[config.mk]
export PLATFORM = sky130hd
export DESIGN_NAME = key_input_conditioner
export DESIGN_NICKNAME = d
export VERILOG_FILES = /design/src/rtl/key_input_conditioner.sv
export SDC_FILE = /design/constraint.sdc
export NUM_CORES = 1
export LEC_CHECK = 0
export BUFFER_PORTS_ARGS = -buffer_cell sky130_fd_sc_hd__buf_2
export CORE_ASPECT_RATIO = 1.1
export CORE_MARGIN = 1
export CORE_UTILIZATION = 55
export DETAILED_ROUTE_END_ITERATION = 8
export GPL_TIMING_DRIVEN = 0
export MAX_ROUTING_LAYER = met4
export PLACE_DENSITY = 0.75
export SYNTH_ARGS = -nofsm -noshare
export SYNTH_HDL_FRONTEND = slang
export SYNTH_SLANG_ARGS = --single-unit
[constraint.sdc]
create_clock -name clk -period 3.84 [get_ports clk]
set_input_delay 0.192 -clock clk [delete_from_list [all_inputs] [get_ports clk]]
set_output_delay 0.192 -clock clk [all_outputs]
set_load 0.01 [all_outputs]
[src/rtl/key_input_conditioner.sv]
// key_input_conditioner
//   Front end for the game controller's key[7:0] input. Each of the eight raw
//   push-button lines is synchronised and debounced. A session FSM then turns
//   each press session into exactly one stretched one-hot event. If more than
//   one key is already down when the session starts, it produces a key_multi
//   pulse instead of an event.
//
//   Ports
//     clk        system clock
//     nrst       asynchronous active-low reset
//     key_raw    raw, asynchronous, bouncing button lines
//     key_level  debounced level per key, 1 = held
//     key_press  1-cycle pulse per key on a debounced 0->1 transition
//     key_out    one-hot event, held HOLD_CYC cycles, 0 when idle
//     key_idx    binary index of the set bit of key_out, 0 when key_out == 0
//     key_multi  1-cycle pulse: the session started with more than one key down
//     any_down   OR of key_level
//
//   Event FSM states
//     state       | meaning
//     ST_IDLE     | no session open, waiting for a debounced press
//     ST_HOLD     | key_out asserted, hold_cnt counting down to 0
//     ST_WAIT_REL | session closed for new events until every key is released
module key_input_conditioner #(
  parameter int FRQ            = 1_000_000,
  parameter int DEBOUNCE_MS    = 20,
  parameter int HOLD_CYC       = 4,
  parameter int KEY_ACTIVE_LOW = 0
) (
  input  logic       clk,
  input  logic       nrst,
  input  logic [7:0] key_raw,
  output logic [7:0] key_level,
  output logic [7:0] key_press,
  output logic [7:0] key_out,
  output logic [2:0] key_idx,
  output logic       key_multi,
  output logic       any_down
);

  localparam int DEB_RAW = (FRQ / 1000) * DEBOUNCE_MS;
  localparam int DEB_CYC = (DEB_RAW < 1) ? 1 : DEB_RAW;
  localparam int CNT_W   = $clog2(DEB_CYC + 1);
  localparam logic [CNT_W-1:0] CNT_LAST = CNT_W'(DEB_CYC - 1);
  localparam int HOLD_W  = (HOLD_CYC > 2) ? $clog2(HOLD_CYC) : 1;
  localparam logic [HOLD_W-1:0] HOLD_LAST = HOLD_W'(HOLD_CYC - 1);

  typedef enum logic [1:0] {ST_IDLE, ST_HOLD, ST_WAIT_REL} state_t;

  logic [7:0] key_in;
  logic [7:0] sync_a, sync_b;

  // Polarity is normalised ahead of the synchroniser so that 1 always means pressed.
  assign key_in = (KEY_ACTIVE_LOW != 0) ? ~key_raw : key_raw;

  always_ff @(posedge clk or negedge nrst) begin
    if (!nrst) begin
      sync_a <= '0;
      sync_b <= '0;
    end else begin
      sync_a <= key_in;
      sync_b <= sync_a;
    end
  end

  // A new level is accepted only after DEB_CYC consecutive samples that differ from the
  // current level. Any agreeing sample clears the count, so the counter never wraps.
  for (genvar i = 0; i < 8; i++) begin : g_deb
    logic [CNT_W-1:0] cnt;
    logic             lvl;
    logic             prs;

    always_ff @(posedge clk or negedge nrst) begin
      if (!nrst) begin
        cnt <= '0;
        lvl <= 1'b0;
        prs <= 1'b0;
      end else begin
        prs <= 1'b0;
        if (sync_b[i] == lvl) begin
          cnt <= '0;
        end else if (cnt == CNT_LAST) begin
          lvl <= sync_b[i];
          prs <= sync_b[i];
          cnt <= '0;
        end else begin
          cnt <= cnt + CNT_W'(1);
        end
      end
    end

    assign key_level[i] = lvl;
    assign key_press[i] = prs;
  end

  assign any_down = |key_level;

  function automatic logic [2:0] onehot_idx(input logic [7:0] v);
    logic [2:0] idx;
    idx = '0;
    for (int i = 0; i < 8; i++) begin
      if (v[i]) idx = i[2:0];
    end
    return idx;
  endfunction

  state_t             state, state_nxt;
  logic [HOLD_W-1:0]  hold_cnt, hold_nxt;
  logic [7:0]         out_nxt;
  logic [2:0]         idx_nxt;
  logic               multi_nxt;

  always_ff @(posedge clk or negedge nrst) begin
    if (!nrst) begin
      state     <= ST_IDLE;
      hold_cnt  <= '0;
      key_out   <= '0;
      key_idx   <= '0;
      key_multi <= 1'b0;
    end else begin
      state     <= state_nxt;
      hold_cnt  <= hold_nxt;
      key_out   <= out_nxt;
      key_idx   <= idx_nxt;
      key_multi <= multi_nxt;
    end
  end

  // The FSM reads the registered key_level/key_press. An event therefore lands one cycle
  // after the key_press pulse, and key_out is a clean register output.
  always_comb begin
    state_nxt = state;
    hold_nxt  = hold_cnt;
    out_nxt   = key_out;
    idx_nxt   = key_idx;
    multi_nxt = 1'b0;
    case (state)
      ST_IDLE: begin
        if (key_press != 8'h00) begin
          if ($countones(key_level) == 1) begin
            out_nxt   = key_level;
            idx_nxt   = onehot_idx(key_level);
            hold_nxt  = HOLD_LAST;
            state_nxt = ST_HOLD;
          end else if ($countones(key_level) > 1) begin
            multi_nxt = 1'b1;
            state_nxt = ST_WAIT_REL;
          end
        end
      end
      ST_HOLD: begin
        if (hold_cnt == '0) begin
          out_nxt   = '0;
          idx_nxt   = '0;
          state_nxt = ST_WAIT_REL;
        end else begin
          hold_nxt = hold_cnt - HOLD_W'(1);
        end
      end
      ST_WAIT_REL: begin
        if (key_level == 8'h00) state_nxt = ST_IDLE;
      end
      default: state_nxt = ST_IDLE;
    endcase
  end

endmodule
Word level (Yosys, flattened, before mapping)

Cells that the tools add are included.

Output and inout bits: 29
Bits in registers: 168

Mux-type cells: 61
Eq/ne operators: 25
Magnitude comparators: 1
Add/sub/neg operators: 16
Reduce and logical (&&, ||, !) cells: 17
Bitwise logic cells: 8

Operators by type and width:

| kind                                                 | number |
|---|---|
| 2-to-1 mux 15 bit                                    | 16 |
| adder 15 x 1 -> 15 bit, second input constant        | 8 |
| equality test 15 bit, second input constant          | 8 |
| equality test 32 x 2 -> 1 bit, second input constant | 1 |
| 2-to-1 mux 3 bit                                     | 9 |
| 2-to-1 mux 8 bit                                     | 3 |
| 2-to-1 mux 1 bit                                     | 21 |
| 2-to-1 mux 2 bit                                     | 8 |
| case mux 8 bit (2 select lines)                      | 1 |
| AND reduction 2 bit                                  | 8 |
| AND reduction 4 bit                                  | 3 |
| inequality test 2 bit, second input constant         | 5 |
| adder 1 x 1 -> 2 bit                                 | 4 |
| equality test 1 bit                                  | 8 |
| zero test 8 bit                                      | 1 |
| NOT 1 bit                                            | 8 |
| nonzero test 8 bit                                   | 1 |
| OR reduction 8 bit                                   | 1 |
| adder 2 x 2 -> 3 bit                                 | 2 |
| case mux 2 bit (3 select lines)                      | 1 |
| case mux 3 bit (2 select lines)                      | 1 |
| adder 3 x 3 -> 4 bit                                 | 1 |
| > comparator 4 x 1 -> 1 bit, second input constant   | 1 |
| zero test 2 bit                                      | 2 |
| other kinds (6)                                      | 6 |

Logic depth before layout (Yosys ltp)

Gate-level depths: netlist (run 1).

Word-level depth: 10
Depth in mapped cells: 13

Worst setup path before layout (run 1)

No wires, ideal clock.

Path kind: flip-flop to flip-flop
From: register g_deb[0].lvl
To: register key_idx[2]
Stages on the path, launching flop included: 14
Slack: 335 ps
Buffers on the path: 1
Arrival time: 3367 ps
Clock period less this slack: 3505 ps
Setup time: 138 ps
Cells stage by stage: dfrtp_1 > inv_1 > fa_1 > fa_1 > fa_1 > inv_1 > ha_1 > inv_1 > fa_1 > nand4b_1 > o21ai_0 > nand2_1 > buf_2 > mux2i_1

Word-level cells in the longest chain between the ends: 6

Ends and longest elaborated chain:

| item                                       | RTL line | source |
|---|---|---|
| from (decl)                                | 70       | `logic lvl;` |
| from (signal assigned)                     | 83       | `lvl <= sync_b[i];` |
| adder 1 x 1 -> 2 bit (implied by the code) | 140      | `if ($countones(key_level) == 1) begin` |
| adder 2 x 2 -> 3 bit (implied by the code) | 140      |  |
| adder 3 x 3 -> 4 bit (implied by the code) | 140      |  |
| equality test 32 x 2 -> 1 bit              | 140      |  |
| inequality test 2 bit (no source line)     | -        |  |
| AND reduction 4 bit (no source line)       | -        |  |
| to (signal assigned)                       | 124      | `key_idx <= idx_nxt;` |
| to (decl)                                  | 36       | `output logic [2:0] key_idx,` |

No other way between the ends.
A chain may end at the register's enable or synchronous reset.

Worst setup path in the final report (run 1)

Ends and elaborated chain as after synthesis.

==> run summary, run 1 <==
Via Count = 5541
Synth warn = 0
Util after Layout = 64.80%
CTS Buf Count = 17
Post-synth top area cell = dfrtp_1
FF-to-FF Start = g_deb[0].lvl
Routed WL = 14.52 mm
Post-DRT Antenna Nets = 0
Root buf cell = clkbuf_16
Leak Pwr = 4.042 nW
Hold Fails Final Rpt = 0
Clock Path Buffers = 2
Power Dens Cells = 389.7 nW/um2
Area of the multi-input gates = 3388 um2
Sequential-to-total area share from yosys stat = 53.16%
Crit path launch type = register
Initial antenna violation count = 0
Core area = 13910 um2
CTS H-tree depth = 4
Commonest non-fill, non-tap cell in the layout = dfrtp_1
GRT Total Usage = 22.12%
Crit path DAT = 4000 ps
Syn avg cell area = 10.42 um2
Clk sinks = 168
Top delay family on crit path = adder cells
Crit Path Class = reg2reg
Postcts setup bufs = 0
Worst reg2reg path endpoint = key_idx[2]
Tmin final = 3713 ps
Router iterations before antenna repair = 4
Design Area, Final = 9011 um2
Final Power = 3.512 mW
Worst-margin pin slew = 570.0 ps
ANT cells = 0
Worst-path cell chain = inv_1 -> fa_1 -> fa_1 -> fa_1 -> inv_1 -> ha_1 -> inv_1 -> fa_1 -> nand4b_1 -> o21ai_2 -> nand2_1 -> buf_4 -> mux2i_1
Die area = 14860 um2
Synth Cell Area = 7909 um2
Setup crit end kind = register
CP max-delay cell = fa_1
IO Port Bufs = 38
DRC Markers = 0
Final worst path period share = 96.68%
TritonCTS clock tree = built
Initial DRC count = 258
CP bufs+invs = 4
R2R Setup Slk = 130 ps
Largest net degree at the start of global routing = 118
Max rail drop VDD = 0.3195 mV
Post-DR vias/cell = 5.406
Clock Latency Late Sink = 430 ps
CP max FO = 10
Nets = 853
Io pins = 39
Row cnt = 45
Share of layout cells above drive strength 1 = 11.71%
Synth top area share = 53.16%
Register area = 4207 um2
Vias in the first global route = 5519
Dpl hpwl = 10.26 mm
Area after DPL = 8372 um2
Most frequent cells in the layout = dfrtp_1 (166), nor2_1 (124), xnor2_1 (55), xor2_1 (53), nand4_1 (48)
Critical path's largest stage delay = 580 ps
Slew HR = 62.00%
Yosys reg bits = 168
Worst Path Required = 4130 ps
Starting Density = 56.87%
Worst-path clk slew = 60 ps
Worst Skew = 3.755 ps
Max-Cap Viols = 0
Setup_tns = 0 ps
Fillers = 1087
WL/cell = 14.17 um
Worst R2R Path Depth = 13
Hold Crit Class = in2async
First-pass GRT wire length = 24.78 mm
Count of final setup violators = 0
Synth Instances = 759
Number of slew-limit violations in the final report = 0
Syn nets = 786
Highest clock rate = 0.2694 GHz
Final Wtd Congestion = 0.8792
Die W = 116.3 um
DIE HEIGHT = 127.8 um
RSZ-0062 raised after global routing = false
Overflow after GRT = 0
Most Frequent Cell on Critical Path = fa_1
Layout Area Growth over Synthesis = 13.94%
Status = finished, final reports clean
Area contributors post-synth = dfrtp_1 (53%), xnor2_1 (6.1%), nor2_1 (5.9%)
Synth cell types = 43
repair_timing:
action                                  CTS  global route
pin swaps                                 0             0
hold buffers                              9             0
endpoints found under the hold margin    59             0
endpoints found under the setup margin   10            10
resized for setup                         2             5
final cells by class:
type	instances	area share, %
Sequential cell	168	46.68
Multi-Input combinational cell	524	37.60
Clock buffer	23	5.193
Timing Repair Buffer	48	3.527
Tap cell	188	2.610
Buffer	39	2.416
Inverter	28	1.166
Clock inverter	7	0.8053
state kept, by name, summed over array words and instances, names as in the netlist, 3 cells and up:
register	flops
key_idx	3
sync_b	8
g_deb.lvl	8
sync_a	8
key_out	8
g_deb.cnt	120
g_deb.prs	8
kinds of logic after synthesis:
logic type | after synthesis | share of synthesized area, %
compound gates | 20 | 1.566
xor+xnor | 108 | 11.96
fa+ha+maj | 17 | 3.069
buf+inv | 67 | 4.050
flops | 168 | 53.16
mux | 18 | 2.452
simple gates | 361 | 23.75
per-stage QoR:
| step | cells | setup WS [ps] | hold WS [ps] |
|---|---|---|---|
| finish | 1025 | 127.5 | 263.0 |
| CTS | 1025 | 13.10 | 270.5 |
| global route | 1025 | 10.10 | 296.8 |
| floorplan | 759 | 335.0 | -103.6 |
| detailed placement | 986 | -70.29 | 125.1 |
| global placement | 985 | 38.96 | 300.1 |
worst reg2reg max path: cells and delay by family, from the launching register on:
kind                       cells  cell delay (ps)
adders and majority gates      5             2170
buffers and inverters          4              480
DFF                            1              410
and+or+nand+nor                2              220
AOI/OAI and AO/OA              1              170
muxes                          1              130
worst max path at each step:
stage	startpoint	end	slack, ps	cells after the start
3_5_place_dp	g_deb[0].lvl	key_idx[2]	-70	13
4_1_cts	g_deb[1].lvl	key_idx[2]	10	13
5_1_grt	g_deb[0].lvl	key_idx[2]	10	13
6_report	g_deb[0].lvl	key_idx[2]	130	13
2_1_floorplan	g_deb[0].lvl	key_idx[2]	340	13
3_3_place_gp	g_deb[0].lvl	key_idx[2]	40	13
cell usage after synthesis, drive strengths merged:
cell     count
dfrtp      168
nor2       124
xnor2       55
xor2        53
nand4       48
nand3       41
nand2       39
inv         28
nor4        21
clkbuf      20
buf         19
nor3        19
and4        18
ha          13
mux2i       10
nand2b       9
nor3b        9
mux2         8
nor4b        8
o21ai        8
and3         7
and2         5
a21oi        4
fa           4
or3          4
nand3b       3
a21o         2
nand4b       2
or4          2
a211oi       1
a21boi       1
a2bb2oi      1
a31o         1
a31oi        1
nor4bb       1
o32a         1
or4bb        1
layer usage:
| layer | up-vias | track usage, % | wire length (um) |
|---|---|---|---|
| met5 | - | - | 0 |
| met4 | 0 | 8.069 | 255 |
| met1 | 2697 | 26.38 | 6557 |
| li1 | 2724 | - | - |
| met3 | 20 | 5.248 | 494 |
| met2 | 100 | 36.37 | 7216 |
power breakdown:
group / internal [mW] / switching, mW
combinational: 0.0413 / 0.0761
sequential: 1.80 / 0.0274
clock: 0.917 / 0.650
total: 2.76 / 0.753
No activity file was read; power rests on OpenSTA's default activity.
==> inputs of run 2 (changes only) <==
--- a/config.mk
+++ b/config.mk
@@ -10,7 +10,6 @@
 export CORE_MARGIN = 1
 export CORE_UTILIZATION = 55
 export DETAILED_ROUTE_END_ITERATION = 8
-export GPL_TIMING_DRIVEN = 0
 export MAX_ROUTING_LAYER = met4
 export PLACE_DENSITY = 0.75
 export SYNTH_ARGS = -nofsm -noshare
==> run 2 against run 1 <==
Against the previous run: clock skew up 5.0 ps; final cell count fell by 3.3%; register-to-register slack better by 80 ps; critical path depth unchanged; critical path type unchanged.
==> run summary, run 2 (same netlist as run 1, synthesis figures left out) <==
Leak Pwr = 3.954 nW (was 4.042 nW)
WL/cell = 15.00 um (was 14.17 um)
Io pins = 39 (unchanged)
Worst-path clk slew = 60 ps (about the same)
Worst Path Required = 4130 ps (about the same)
Design Area, Final = 8837 um2 (was 9011 um2)
Postcts setup bufs = 0 (unchanged)
Commonest non-fill, non-tap cell in the layout = dfrtp_1 (unchanged)
Crit path launch type = register (unchanged)
Initial antenna violation count = 0 (unchanged)
Routed WL = 14.86 mm (was 14.52 mm)
Root buf cell = clkbuf_16 (unchanged)
Worst Skew = 8.766 ps (was 3.755 ps)
Setup_tns = 0 ps (unchanged)
Top delay family on crit path = adder cells (unchanged)
Number of slew-limit violations in the final report = 0 (unchanged)
GRT Total Usage = 22.66% (was 22.12%)
Core area = 13910 um2 (unchanged)
Hold Crit Class = reg2reg (was in2async)
Power Dens Cells = 407.2 nW/um2 (was 389.7 nW/um2)
Hold endpoint = sync_b[2]
Crit Path Class = reg2reg (unchanged)
Critical path's largest stage delay = 530 ps (was 580 ps)
Router iterations before antenna repair = 5 (was 4)
Min Hold Slack = 351.0 ps (was 263.0 ps)
Vias in the first global route = 5456 (was 5519)
Initial DRC count = 461 (was 258)
Clock Latency Late Sink = 420 ps (was 430 ps)
Final Power = 3.599 mW (was 3.512 mW)
Hold Fails Final Rpt = 0 (unchanged)
TritonCTS clock tree = built (unchanged)
Highest clock rate = 0.2753 GHz (was 0.2694 GHz)
Dpl hpwl = 10.10 mm (was 10.26 mm)
FF-to-FF Start = g_deb[1].lvl (was g_deb[0].lvl)
Count of final setup violators = 0 (unchanged)
Max reg flops = 120 (unchanged)
CTS Buf Count = 17 (unchanged)
IO Port Bufs = 38 (unchanged)
Final Wtd Congestion = 0.8796 (was 0.8792)
Hold_sp = sync_a[2]
Max-Cap Viols = 0 (unchanged)
RSZ-0062 raised after global routing = false (unchanged)
Final worst path period share = 94.59% (was 96.68%)
Worst reg2reg path endpoint = key_idx[2] (unchanged)
First-pass GRT wire length = 25.26 mm (was 24.78 mm)
Die W = 116.3 um (unchanged)
Overflow after GRT = 0 (unchanged)
Layout Area Growth over Synthesis = 11.74% (was 13.94%)
Crit path DAT = 3920 ps (was 4000 ps)
Nets = 818 (was 853)
Top reg by flops = g_deb.cnt (unchanged)
Row cnt = 45 (unchanged)
Tmin final = 3632 ps (was 3713 ps)
CP max-delay cell = fa_1 (unchanged)
CP bufs+invs = 4 (unchanged)
Worst R2R Path Depth = 13 (unchanged)
Status = finished, final reports clean (unchanged)
Most frequent cells in the layout = dfrtp_1 (168), nor2_1 (124), xnor2_1 (55), xor2_1 (53), nand4_1 (48) (was dfrtp_1 (166), nor2_1 (124), xnor2_1 (55), xor2_1 (53), nand4_1 (48))
Post-DR vias/cell = 5.586 (was 5.406)
Worst Hold Depth = 0
R2R Setup Slk = 210 ps (was 130 ps)
Worst-margin pin slew = 904.7 ps (was 570.0 ps)
Post-DRT Antenna Nets = 0 (unchanged)
Worst-path cell chain = inv_1 -> fa_1 -> fa_1 -> fa_1 -> inv_1 -> ha_1 -> inv_1 -> fa_1 -> nand4b_1 -> o21ai_1 -> nand2_1 -> buf_4 -> mux2i_1 (was inv_1 -> fa_1 -> fa_1 -> fa_1 -> inv_1 -> ha_1 -> inv_1 -> fa_1 -> nand4b_1 -> o21ai_2 -> nand2_1 -> buf_4 -> mux2i_1)
DRC Markers = 0 (unchanged)
Starting Density = 56.87% (unchanged)
Most Frequent Cell on Critical Path = fa_1 (unchanged)
Via Count = 5536 (was 5541)
Util after Layout = 63.54% (was 64.80%)
Clk sinks = 168 (unchanged)
Clock Path Buffers = 2 (unchanged)
CTS H-tree depth = 4 (unchanged)
Slew HR = 39.69% (was 62.00%)
Die area = 14860 um2 (unchanged)
CP max FO = 10 (unchanged)
Area after DPL = 8175 um2 (was 8372 um2)
ANT cells = 0 (unchanged)
Max rail drop VDD = 0.3291 mV (was 0.3195 mV)
DIE HEIGHT = 127.8 um (unchanged)
Share of layout cells above drive strength 1 = 10.34% (was 11.71%)
Setup crit end kind = register (unchanged)
Largest net degree at the start of global routing = 102 (was 118)
-- run 2: power by group --
part / leakage [nW] / internal, mW / total, mW / switching [mW]
clock network: 0.276 / 0.972 / 1.66 / 0.687
logic: 1.39 / 0.0375 / 0.113 / 0.0751
registers: 2.29 / 1.80 / 1.83 / 0.0278
-- run 2: final cells by class --
type / count / area [um2]
clock buffer: 20 / 446.7
inverter: 28 / 105.1
tap: 188 / 235.2
clock inverter: 11 / 125.1
timing repair buffer: 52 / 336.6
sequential: 168 / 4204
multi-input combinational: 524 / 3385
fill: 1112 / 5070
-- run 2: through the flow --
step,worst slack (ps),instances
floorplan,335.0,759
global placement,239.5,951
detailed placement,186.6,951
CTS,160.2,991
global route,28.41,991
finish,207.6,991
-- run 2: worst max path at each step --
stage	from	endpoint	slack [ps]	cells past startpoint
after global routing	g_deb[1].lvl	key_idx[0]	30	13
after floorplan	g_deb[0].lvl	key_idx[2]	340	13
after CTS	g_deb[1].lvl	key_idx[2]	160	13
after global placement	g_deb[1].lvl	key_idx[2]	240	13
after detailed placement	g_deb[1].lvl	key_idx[2]	190	13
final	g_deb[1].lvl	key_idx[2]	210	13
-- run 2: per-layer routing --
layer / vias up / wire length, um / global-route usage [%]
met5: - / 0 / -
met4: 0 / 241 / 8.296
met3: 20 / 629 / 6.052
met2: 110 / 7436 / 36.20
met1: 2748 / 6553 / 27.52
li1: 2658 / - / -
-- run 2: repair_timing --
action                     4_1_cts  5_1_grt
resized for setup                0        1
setup endpoints to repair        0       10
hold buffers                     9        0
hold endpoints to repair       108        0
==> inputs of run 3 (changes only) <==
--- a/config.mk
+++ b/config.mk
@@ -6,12 +6,14 @@
 export NUM_CORES = 1
 export LEC_CHECK = 0
 export BUFFER_PORTS_ARGS = -buffer_cell sky130_fd_sc_hd__buf_2
+export CELL_PAD_IN_SITES_DETAIL_PLACEMENT = 1
+export CELL_PAD_IN_SITES_GLOBAL_PLACEMENT = 1
 export CORE_ASPECT_RATIO = 1.1
 export CORE_MARGIN = 1
-export CORE_UTILIZATION = 55
+export CORE_UTILIZATION = 49
 export DETAILED_ROUTE_END_ITERATION = 8
 export MAX_ROUTING_LAYER = met4
-export PLACE_DENSITY = 0.75
+export PLACE_DENSITY = 0.82
 export SYNTH_ARGS = -nofsm -noshare
 export SYNTH_HDL_FRONTEND = slang
 export SYNTH_SLANG_ARGS = --single-unit
==> run 3 against run 2 <==
Against the previous run: clock-buffer cell count increased by 5; maximum frequency down 1.9%; flip-flop and latch count unchanged; register-to-register slack lost 70 ps; die area grew 12%; first-iteration DRC count decreased by 36%; critical path depth stayed put; routed wire length increased by 21%; utilization decreased by 7.2 points; largest cell class unchanged; highest routed layer unchanged.
==> run summary, run 3 (same netlist as run 1, synthesis figures left out) <==
Status = finished, final reports clean (unchanged)
First-pass GRT wire length = 30.28 mm (was 25.26 mm)
Crit path DAT = 4050 ps (was 3920 ps)
Power Dens Cells = 412.5 nW/um2 (was 407.2 nW/um2)
Worst-path clk slew = 60 ps (about the same)
Starting Density = 50.26% (was 56.87%)
CTS Buf Count = 17 (unchanged)
Worst-margin pin slew = 1026 ps (was 904.7 ps)
Leak Pwr = 3.969 nW (was 3.954 nW)
Nets = 819 (was 818)
Number of slew-limit violations in the final report = 0 (unchanged)
Top delay family on crit path = adder cells (unchanged)
Clock Latency Late Sink = 430 ps (was 420 ps)
Design Area, Final = 8870 um2 (was 8837 um2)
Core area = 15740 um2 (was 13910 um2)
Most Frequent Cell on Critical Path = fa_1 (unchanged)
Share of layout cells above drive strength 1 = 10.56% (was 10.34%)
Min Hold Slack = 350.9 ps (was 351.0 ps)
Fillers = 1697 (was 1112)
Final Wtd Congestion = 0.8402 (was 0.8796)
Max-Cap Viols = 0 (unchanged)
CP bufs+invs = 4 (unchanged)
Top reg by flops = g_deb.cnt (unchanged)
Highest clock rate = 0.2700 GHz (was 0.2753 GHz)
Tmin final = 3703 ps (was 3632 ps)
Sw frac = 21.79% (was 21.96%)
Seq pwr share = 50.0% (was 50.8%)
TritonCTS clock tree = built (unchanged)
Most frequent cells in the layout = dfrtp_1 (168), nor2_1 (124), xnor2_1 (55), xor2_1 (53), nand4_1 (48) (unchanged)
Routed WL = 18.02 mm (was 14.86 mm)
DRC Markers = 0 (unchanged)
ANT cells = 0 (unchanged)
Commonest non-fill, non-tap cell in the layout = dfrtp_1 (unchanged)
Root buf cell = clkbuf_16 (unchanged)
Psw = 0.7973 mW (was 0.7904 mW)
IO Port Bufs = 38 (unchanged)
Initial antenna violation count = 0 (unchanged)
Router iterations before antenna repair = 4 (was 5)
Worst Skew = 7.174 ps (was 8.766 ps)
Critical path startpoint = g_deb[0].lvl (was g_deb[1].lvl)
Vias in the first global route = 6102 (was 5456)
Util after Layout = 56.37% (was 63.54%)
Via Count = 5671 (was 5536)
Overflow after GRT = 0 (unchanged)
Largest net degree at the start of global routing = 113 (was 102)
Clock Path Buffers = 2 (unchanged)
Die W = 123.1 um (was 116.3 um)
Worst-path cell chain = inv_1 -> fa_1 -> fa_1 -> fa_1 -> inv_1 -> ha_1 -> inv_1 -> fa_1 -> nand4b_1 -> o21ai_2 -> nand2_1 -> buf_6 -> mux2i_1 (was inv_1 -> fa_1 -> fa_1 -> fa_1 -> inv_1 -> ha_1 -> inv_1 -> fa_1 -> nand4b_1 -> o21ai_1 -> nand2_1 -> buf_4 -> mux2i_1)
M1 GR Usage = 28.39% (was 27.52%)
Crit Path Class = reg2reg (unchanged)
Critical path's largest stage delay = 560 ps (was 530 ps)
Setup crit end kind = register (unchanged)
Final Power = 3.659 mW (was 3.599 mW)
Initial DRC count = 294 (was 461)
Max rail drop VDD = 0.3341 mV (was 0.3291 mV)
CP max FO = 10 (unchanged)
Post-DR vias/cell = 5.643 (was 5.586)
Slew HR = 31.58% (was 39.69%)
Hold_sp = sync_a[4] (was sync_a[2])
Row cnt = 48 (was 45)
Postcts setup bufs = 0 (unchanged)
Routing usage on met2 = 40.88% (was 36.20%)
Post-DRT Antenna Nets = 0 (unchanged)
Clock share of power = 46.8% (was 46.1%)
WL/cell = 17.93 um (was 15.00 um)
Place WS = -1.410 ps (was 186.6 ps)
Clk sinks = 168 (unchanged)
Die area = 16650 um2 (was 14860 um2)
DIE HEIGHT = 135.2 um (was 127.8 um)
Io pins = 39 (unchanged)
GRT Total Usage = 24.20% (was 22.66%)
CTS H-tree depth = 4 (unchanged)
Area after DPL = 8185 um2 (was 8175 um2)
Final worst path period share = 96.44% (was 94.59%)
Max reg flops = 120 (unchanged)
Hold Crit Class = reg2reg (unchanged)
Combinational Power Share = 3.2% (was 3.1%)
Crit path launch type = register (unchanged)
Internal power = 2.862 mW (was 2.808 mW)
PnR worst setup slack = 136.5 ps (was 207.6 ps)
Dpl hpwl = 12.44 mm (was 10.10 mm)
Worst Path Required = 4190 ps (was 4130 ps)
Gr busiest metal = met2 (unchanged)
Count of final setup violators = 0 (unchanged)
CP max-delay cell = fa_1 (unchanged)
Met3 Usage GRT = 4.545% (was 6.052%)
FF-to-FF Start = g_deb[0].lvl (was g_deb[1].lvl)
Hold Fails Final Rpt = 0 (unchanged)
Layout Area Growth over Synthesis = 12.15% (was 11.74%)
## run 3: through the flow
stage	instances	setup TNS (ps)
floorplan	759	0
detailed placement	964	-1.410
global placement	964	0
CTS	1005	0
global route	1005	-248.2
finish	1005	0
## run 3: metal layers
metal	up-vias	part of all wire [%]
met4	0	2.2
met5	-	0
met3	33	2.7
met1	2904	43
li1	2665	-
met2	69	52
## run 3: worst paths after layout
kind / slack (ps) / cells past startpoint / endpoint
max: 140 / 13 / key_out[1]
min: 350 / 0 / sync_b[4]
max reg2reg: 140 / 13 / key_out[1]
min reg2reg: 350 / 0 / sync_b[4]
max in group asynchronous: 2330 / 3 / g_deb[4].prs
min in group asynchronous: 470 / 2 / g_deb[5].cnt[14]
## run 3: what timing repair did
action | 4_1_cts | 5_1_grt
gates cloned | 0 | 0
resized for setup | 1 | 3
hold buffers | 9 | 0
setup endpoints to repair | 10 | 10
endpoints found under the hold margin | 118 | 0
## run 3: area by class of cell
class	count	area (um2)	share of cell area, %
sequential	168	4204	47.40
multi-input combinational	524	3388	38.20
clock buffer	25	495.5	5.586
timing repair buffer	53	335.3	3.781
tap	200	250.2	2.821
inverter	28	105.1	1.185
clock inverter	7	91.34	1.030
## run 3: power groups by stage
stage	sequential, mW	combinational, mW	clock, mW
after floorplan	1.85	0.0566	0
after global placement	1.86	0.105	0
after detailed placement	1.86	0.114	0
after CTS	1.83	0.122	1.74
after global routing	1.83	0.137	1.81
final	1.83	0.117	1.71
